File: config.mk
export PLATFORM = sky130hd
export DESIGN_NAME = pc_context_sched
export DESIGN_NICKNAME = d
export VERILOG_FILES = /design/src/rtl/pc_context_sched.sv
export SDC_FILE = /design/constraint.sdc
export NUM_CORES = 1
export LEC_CHECK = 0
export BUFFER_PORTS_ARGS = -buffer_cell sky130_fd_sc_hd__buf_2
export CORE_MARGIN = 1.5
export CORE_UTILIZATION = 45
export DETAILED_ROUTE_END_ITERATION = 10
export PLACE_DENSITY_LB_ADDON = 0.25
export SLEW_MARGIN = 20
export SYNTH_ARGS = -nofsm -noshare
export SYNTH_HDL_FRONTEND = slang
export SYNTH_SLANG_ARGS = --single-unit
File: constraint.sdc
create_clock -name CLK -period 3.25 [get_ports CLK]
set_clock_uncertainty 0.1 [all_clocks]
set_input_delay 0.1625 -clock CLK [delete_from_list [all_inputs] [get_ports CLK]]
set_output_delay 0.1625 -clock CLK [all_outputs]
set_load 0.03 [all_outputs]
File: src/rtl/pc_context_sched.sv
// Multi-context program counter with preemptive round-robin time slicing and I/O stall handling.
// Optional macro QUANTUM_PROG_EN adds a run-time programmable quantum (quantum_we/quantum_in).
module pc_context_sched #(
    parameter int          WIDTH      = 32,
    parameter int          NUM_CTX    = 4,
    parameter int          CTX_W      = $clog2(NUM_CTX),
    parameter int          QUANTUM    = 11,
    parameter logic [31:0] CTX_STRIDE = 32'h0000_0400
) (
    input  logic               CLK,
    input  logic               reset,
    input  logic               input_flag,
    input  logic               output_flag,
    input  logic               insert,
    input  logic [WIDTH-1:0]   addressIn,
    input  logic               inProgram,
    input  logic [NUM_CTX-1:0] ctx_active,
`ifdef QUANTUM_PROG_EN
    input  logic               quantum_we,
    input  logic [7:0]         quantum_in,
`endif
    output logic [WIDTH-1:0]   addressOut,
    output logic [CTX_W-1:0]   ctx_id,
    output logic               ContextChange,
    output logic [7:0]         instcount
);

    typedef enum logic [1:0] {RUN, IO_WAIT, SWITCH} state_t;

    state_t             state_q;
    logic [WIDTH-1:0]   addr_q;
    logic [CTX_W-1:0]   ctx_q;
    logic               cc_q;
    logic [7:0]         cnt_q;
    logic               last_ins_q;
    logic               pend_q;

    logic               stall;
    logic [7:0]         cnt_inc;
    logic [7:0]         quantum_last;
    logic [CTX_W-1:0]   next_ctx;
    logic               found;
    logic [CTX_W:0]     idx;
    logic [WIDTH-1:0]   saved_pc [NUM_CTX];

    assign stall   = input_flag | output_flag;
    assign cnt_inc = (cnt_q == 8'hFF) ? cnt_q : cnt_q + 8'd1;

`ifdef QUANTUM_PROG_EN
    logic [7:0] quantum_reg;
    logic [7:0] slice_quantum_q;

    // A newly written quantum only applies once the next slice begins.
    always_ff @(posedge CLK or negedge reset) begin
        if (!reset) begin
            quantum_reg     <= 8'(QUANTUM);
            slice_quantum_q <= 8'(QUANTUM);
        end else begin
            if (quantum_we)
                quantum_reg <= (quantum_in == 8'd0) ? 8'd1 : quantum_in;
            if (state_q == SWITCH || (state_q == RUN && !stall && !inProgram))
                slice_quantum_q <= quantum_reg;
        end
    end
    assign quantum_last = slice_quantum_q - 8'd1;
`else
    assign quantum_last = 8'(QUANTUM - 1);
`endif

    genvar gi;
    generate
        for (gi = 0; gi < NUM_CTX; gi++) begin : g_ctx
            localparam logic [WIDTH-1:0] RST_PC = WIDTH'(64'(gi) * 64'(CTX_STRIDE));
            logic [WIDTH-1:0] pc_q;
            always_ff @(posedge CLK or negedge reset) begin
                if (!reset)
                    pc_q <= RST_PC;
                else if (state_q == SWITCH && ctx_q == CTX_W'(gi))
                    pc_q <= addressIn;
            end
            assign saved_pc[gi] = pc_q;
        end
    endgenerate

    // Round-robin: first active context after the running one; itself only by wrap-around.
    always_comb begin
        next_ctx = ctx_q;
        found    = 1'b0;
        idx      = '0;
        for (int k = 1; k < NUM_CTX; k++) begin
            idx = {1'b0, ctx_q} + (CTX_W+1)'(k);
            if (idx >= (CTX_W+1)'(NUM_CTX))
                idx = idx - (CTX_W+1)'(NUM_CTX);
            if (!found && ctx_active[idx[CTX_W-1:0]]) begin
                found    = 1'b1;
                next_ctx = idx[CTX_W-1:0];
            end
        end
    end

    always_ff @(posedge CLK or negedge reset) begin
        if (!reset) begin
            state_q    <= RUN;
            addr_q     <= '0;
            ctx_q      <= '0;
            cc_q       <= 1'b0;
            cnt_q      <= 8'd0;
            last_ins_q <= 1'b0;
            pend_q     <= 1'b0;
        end else begin
            cc_q <= 1'b0;
            case (state_q)
                RUN: begin
                    if (stall) begin
                        // A stall landing on the expiry cycle defers the switch until I/O ends.
                        state_q <= IO_WAIT;
                        pend_q  <= inProgram && (cnt_q >= quantum_last);
                    end else if (!inProgram) begin
                        addr_q <= addressIn;
                        cnt_q  <= 8'd0;
                        pend_q <= 1'b0;
                    end else begin
                        addr_q <= addressIn;
                        cnt_q  <= cnt_inc;
                        if (cnt_q >= quantum_last)
                            state_q <= SWITCH;
                    end
                end
                IO_WAIT: begin
                    if (stall && (insert != last_ins_q)) begin
                        addr_q     <= addressIn;
                        cnt_q      <= cnt_inc;
                        last_ins_q <= insert;
                        if (cnt_q >= quantum_last)
                            pend_q <= 1'b1;
                    end
                    if (!stall) begin
                        state_q <= (pend_q && inProgram) ? SWITCH : RUN;
                        pend_q  <= 1'b0;
                    end
                end
                SWITCH: begin
                    if (next_ctx != ctx_q) begin
                        ctx_q  <= next_ctx;
                        addr_q <= saved_pc[next_ctx];
                        cc_q   <= 1'b1;
                    end else begin
                        addr_q <= addressIn;
                    end
                    cnt_q   <= 8'd0;
                    pend_q  <= 1'b0;
                    state_q <= RUN;
                end
                default: state_q <= RUN;
            endcase
        end
    end

    assign addressOut    = addr_q;
    assign ctx_id        = ctx_q;
    assign ContextChange = cc_q;
    assign instcount     = cnt_q;

endmodule

## Yosys cells after proc, flatten, opt, wreduce, memory -nomap -nowiden

Cells that the tools add are included.

| cells by class | value |
|---|---|
| add/subtract/negate cells | 7 |
| $lt $le $gt $ge | 8 |
| equality and inequality tests | 16 |
| multiplexer cells | 40 |
| bitwise operators | 2 |
| reduce and logical (&&, ||, !) cells | 19 |

Operators by type and width:

| cell | number |
|---|---|
| $mux 32 | 5 |
| $pmux 32 s3 | 1 |
| $bmux 32 s2 | 1 |
| $mux 8 | 4 |
| $pmux 8 s3 | 1 |
| $mux 2 | 11 |
| $ne 3x3->1 const B | 5 |
| $ge 3x3->1 const B | 4 |
| $mux 1 | 12 |
| $logic_and 1x1->1 | 9 |
| $lt 2x3->1 const B | 3 |
| $add 8x1->8 const B | 1 |
| $eq 8x8->1 const B | 1 |
| $ge 8x4->1 const B | 1 |
| $add 2x2->3 const B | 2 |
| $bmux 1 s2 | 3 |
| $eq 2x2->1 const B | 3 |
| $ne 2x2->1 const B | 3 |
| $reduce_and 3->1 | 2 |
| $sub 2x1->2 const B | 3 |
| $eq 2x1->1 const B | 2 |
| $logic_not 2->1 | 2 |
| $pmux 2 s2 | 1 |
| $reduce_and 2->1 | 2 |
| other kinds (9) | 10 |

| word-level totals | value |
|---|---|
| register bits after elaboration | 175 |
| input bits | 42 |
| output and inout bits | 43 |
| word-level logic and storage cells | 103 |

## Longest topological paths before layout

| depth | value |
|---|---|
| word-level depth | 18 |
| depth in mapped cells | 13 |
| mapped depth without buffers | 9 |

## Least setup slack after synthesis

No wires, ideal clock.

| path | value |
|---|---|
| path kind | flip-flop to flip-flop |
| start point | reg ctx_q[0], in the netlist ctx_id[0] |
| end point | reg addr_q[10], in the netlist addressOut[10] |
| library setup time | 0.118 ns |
| arrival | 3.246 ns |
| path slack | -0.214 ns |
| cell stages (with the launch flop) | 14 |
| buffers on the path | 5 |
| cell sequence | dfrtp_1 -> inv_2 -> clkbuf_1 -> buf_1 -> ha_1 -> buf_2 -> nor4bb_1 -> a2111o_1 -> a21boi_1 -> buf_2 -> clkbuf_1 -> a221oi_1 -> a21oi_1 -> a21o_1 |

| on the way | value |
|---|---|
| word-level cells in the longest chain between the ends | 18 |
| elaborated cells on any way between the ends | 34 |
| classes of those cells | add/sub (6); order compare (3); eq/ne (1); mux (19); bitwise (1); reduce/logical (4) |

Ends and longest elaborated chain:

| element | RTL line | source |
|---|---|---|
| from (decl) | 32 | `logic [CTX_W-1:0] ctx_q;` |
| from (signal assigned) | 144 | `ctx_q <= next_ctx;` |
| $add 2x1->3 | 91 | `idx = {1'b0, ctx_q} + (CTX_W+1)'(k);` |
| $ge 3x3->1 / $sub 2x1->2 (equally long branches) | 92, 93 |  |
| $mux 2 | 92 | `if (idx >= (CTX_W+1)'(NUM_CTX))` |
| $bmux 1 s2 | 94 | `if (!found && ctx_active[idx[CTX_W-1:0]]) begin` |
| $mux 1 (implied by the code) | 94 |  |
| $mux 1 | 94 |  |
| $logic_not 1->1 | 94 |  |
| $logic_and 1x1->1 | 94 |  |
| $mux 1 | 94 |  |
| $logic_not 1->1 | 94 |  |
| $logic_and 1x1->1 | 94 |  |
| $mux 2 | 94 |  |
| $not 2->3 (implied by the code) | 145 | `addr_q <= saved_pc[next_ctx];` |
| $bmux 32 s2 | 145 |  |
| $mux 32 (implied by the code) (2 in a row) | 145 |  |
| $mux 32 (*) | 143 | `if (next_ctx != ctx_q) begin` |
| $pmux 32 s3 (*) | 112 | `case (state_q)` |
| to (signal assigned) | 119 | `addr_q <= addressIn;` |
| to (signal assigned) | 145 |  |
| to (signal assigned) | 148 | `addr_q <= addressIn;` |
| to (decl) | 31 | `logic [WIDTH-1:0] addr_q;` |

Every way passes the cells marked *; elsewhere a longest branch is shown, timed or not. The select of a mux whose other input is x is not followed.
A chain may end at the register's enable or synchronous reset.

## Worst setup path after layout

| path | value |
|---|---|
| start point | reg ctx_q[1], in the netlist ctx_id[1] |
| end point | reg addr_q[13], in the netlist addressOut[13] |

Same word-level chain as after synthesis.

==> results.py <==
metrics = {
    "floorplan": {
        "pin_count": 85,
        "rows": 56,
        "die_area_um2": 24600,
        "die_h_um": 157,
        "die_x_um": 157,
        "fp.coreArea_um2": 23300,
        "start_util_pct": 45.7,
    },
    "layout": {
        "stdcell_count": 1526,
        "antenna_cells": 0,
        "seq_area_um2": 4390,
        "fin_nets": 1246,
        "final_layout_size_suffix_gt1_share_pct": 25.9,
        "fillCellCount": 2097,
        "multi_input_area_um2": 5830,
        "area_delta_synth_final_pct": 17.1,
    },
    "global_routing": {
        "grt_max_degree": 129,
        "grt_pass1_wl_mm": 52.6,
        "overflow": 0,
        "antenna_found_initial": 0,
        "grt_pass1_vias": 9622,
        "grt_use_total_pct": 27.2,
    },
    "place": {
        "routabilityCongestion": 0.813,
        "pre_cts_slack_ns": 0.268,
        "numPlacedInstances": 1458,
        "io_buffers": 84,
        "dp_hpwl_mm": 18.4,
    },
    "timing": {
        "slew_headroom_pct": 38.0,
        "grt_setup_unrepaired": "false",
        "setup_viol": 0,
        "fmax_ghz": 0.327,
        "worst_slack_ns": 0.196,
        "hold_violations": 0,
        "tns_ns": 0,
        "fin_crit_ns": 3.05,
        "drv_slew": 0,
        "worst_pin_slew_ns": 0.930,
        "fin_crit_sh_pct": 94.0,
    },
    "min_path": {
        "hold_class": "in2reg",
        "hp-start": "output_flag",
    },
    "setup_path": {
        "arrival_ns": 3.27,
        "cp.required_ns": 3.47,
        "crit_path_end_kind": "flip-flop",
        "cp_max_fo": 52,
        "path_common_cell": "buf_4",
        "path_cells": "buf_4, buf_4, nand4bb_1, a32oi_4, buf_12, a221oi_1, a21oi_1, a21o_1",
        "slowest_stage": "buf_4",
        "rr_startpoint": "ctx_id[1]",
        "start_kind": "flip-flop",
        "r2r_slack_ns": 0.20,
        "path_class": "reg2reg",
        "startpoint": "ctx_id[1]",
        "cpPeakStageDelay_ns": 0.58,
    },
    "logic_synthesis": {
        "syn_avg_cell_area_um2": 9.42,
        "postSynthNetCount": 1185,
        "synth.most_common_cell": "a21oi_1",
        "ys_types": 51,
        "yosys.area.top_type": "dfrtp_1",
        "netlist_top_cells_area": "dfrtp_1 (40%), mux2_2 (14%), a21oi_1 (9.4%)",
        "ys_ff_latch": 175,
        "synth_edf_count": 0,
        "synth_top_area_share_pct": 40.1,
        "syn_area_um2": 10700,
        "async_flop_share_pct": 100,
        "yosysWarnings": 0,
        "ys_top_cells_by_count": "a21oi_1 (201), dfrtp_1 (171), mux2_2 (132), nand4_1 (130), clkbuf_1 (85)",
        "synth-main-ff-cell": "dfrtp_1",
        "syn_inst": 1133,
        "yosysSeqAreaShare_pct": 41.1,
    },
    "status": {
        "status": "completed",
    },
    "pwr": {
        "power_density_nw_per_um2": 1170,
        "p_seq_share_pct": 29.7,
        "p_comb_share_pct": 57.0,
        "clock_power_share_pct": 13.3,
        "switching_share_pct": 47.3,
        "leakage_uw": 0.00522,
        "switchingPower_uw": 6900,
        "vdd_drop_max_v": 0.000578,
        "p_int_uw": 7690,
    },
    "drt": {
        "num_vias": 10051,
        "drt_first_pass_iters": 5,
        "drtAntennaViolNets": 0,
        "drt_wl_total_mm": 33.2,
        "drtIter0Drc": 774,
        "wl_per_cell_um": 21.8,
        "drcViolationCount": 0,
        "via_per_inst": 6.59,
    },
    "cts": {
        "ctsResizeCount": 0,
        "cts_tree": "done",
        "cts_buffer_depth": 2,
        "clk_pin_slew_ns": 0.07,
        "cts_max_level": 4,
        "cts-root-buf": "clkbuf_16",
        "cts_buffers": 17,
        "clk-insertion-delay-late_ns": 0.44,
        "cts_sinks": 175,
    },
    "job": {
        "drv_cap": 0,
    },
}
==> what timing repair did <==
| item | CTS | global route |
|---|---|---|
| endpoints found under the hold margin | 185 | 0 |
| buffers inserted | 0 | 0 |
| hold buffers | 36 | 0 |
| endpoints found under the setup margin | 0 | 0 |
==> metrics by stage <==
step	instance area (µm²)	hold WS, ns	util [%]	power (µW)
floorplan	10700	-0.233	-	9910
global placement	11600	0.0774	49.6	12300
detailed placement	11600	0.0880	49.6	12500
CTS	12500	0.000745	53.5	14500
global route	12500	0.00622	53.5	15500
finish	12500	0.00818	53.5	14600
==> registers in the layout (all words and copies together), names as in the netlist <==
register and count:
state_q 2, last_ins_q 1, pend_q 1, addressOut 32, instcount 8, ContextChange 1
g_ctx.pc_q 128, ctx_id 2
==> cell type report <==
cell class | count | area share, %
Clock buffer | 21 | 3.69
Clock inverter | 11 | 0.681
Inverter | 9 | 0.270
Multi-Input combinational cell | 824 | 46.7
Sequential cell | 175 | 35.1
Tap cell | 319 | 3.20
Timing Repair Buffer | 167 | 10.3
==> cell usage in the layout (no fill, tap or decap), types with 35 or more instances in the layout <==
cell,n
a21oi_1,201
a221oi_1,64
buf_2,83
dlygate4sd3_1,36
o21ai_1,35
buf_4,35
nand4_1,130
nand2_1,79
mux2_2,131
a22oi_1,65
dfrtp_1,169
==> kinds of logic after synthesis <==
kind of cell | count (synthesis) | synth area share [%]
XOR/XNOR | 5 | 0.410
AO/OA/AOI/OAI | 424 | 25.3
AND/OR/NAND/NOR | 248 | 12.5
multiplexers | 137 | 14.5
adder cells (fa/ha/maj) | 10 | 1.17
flip-flops | 175 | 41.1
buffers and inverters | 134 | 4.98
==> critical path, delay by kind of cell, from the launching register on <==
family,cells,cell delay [ns]
AO/OA/AOI/OAI,4,0.90
AND/OR/NAND/NOR,1,0.29
buffers and inverters,3,1.24
flip-flops,1,0.40
==> routing by layer <==
layer / routed length, µm / share of wire (%) / track usage, %
met1: 14200 / 43 / 36.0
met2: 16000 / 48 / 45.1
met3: 2440 / 7.3 / 4.30
met4: 646 / 1.9 / 9.93
met5: 0 / 0 / 0
==> worst paths after layout <==
check	to	cells after the start
max reg2reg	addressOut[13]	8
min in group asynchronous	g_ctx[3].pc_q[27]	2
min	state_q[0]	3
min reg2reg	pend_q	2
max in group asynchronous	g_ctx[0].pc_q[15]	3
max	addressOut[13]	8
==> power groups by stage <==
| stage | Clock (µW) | Combinational (µW) | Sequential, µW |
|---|---|---|---|
| after global placement | 0 | 8010 | 4290 |
| final | 1940 | 8320 | 4330 |
| after detailed placement | 0 | 8170 | 4330 |
| after global routing | 2060 | 9000 | 4470 |
| after CTS | 1980 | 8240 | 4290 |
| after floorplan | 0 | 5380 | 4520 |
Note: power is estimated with default switching activity, not from simulation.
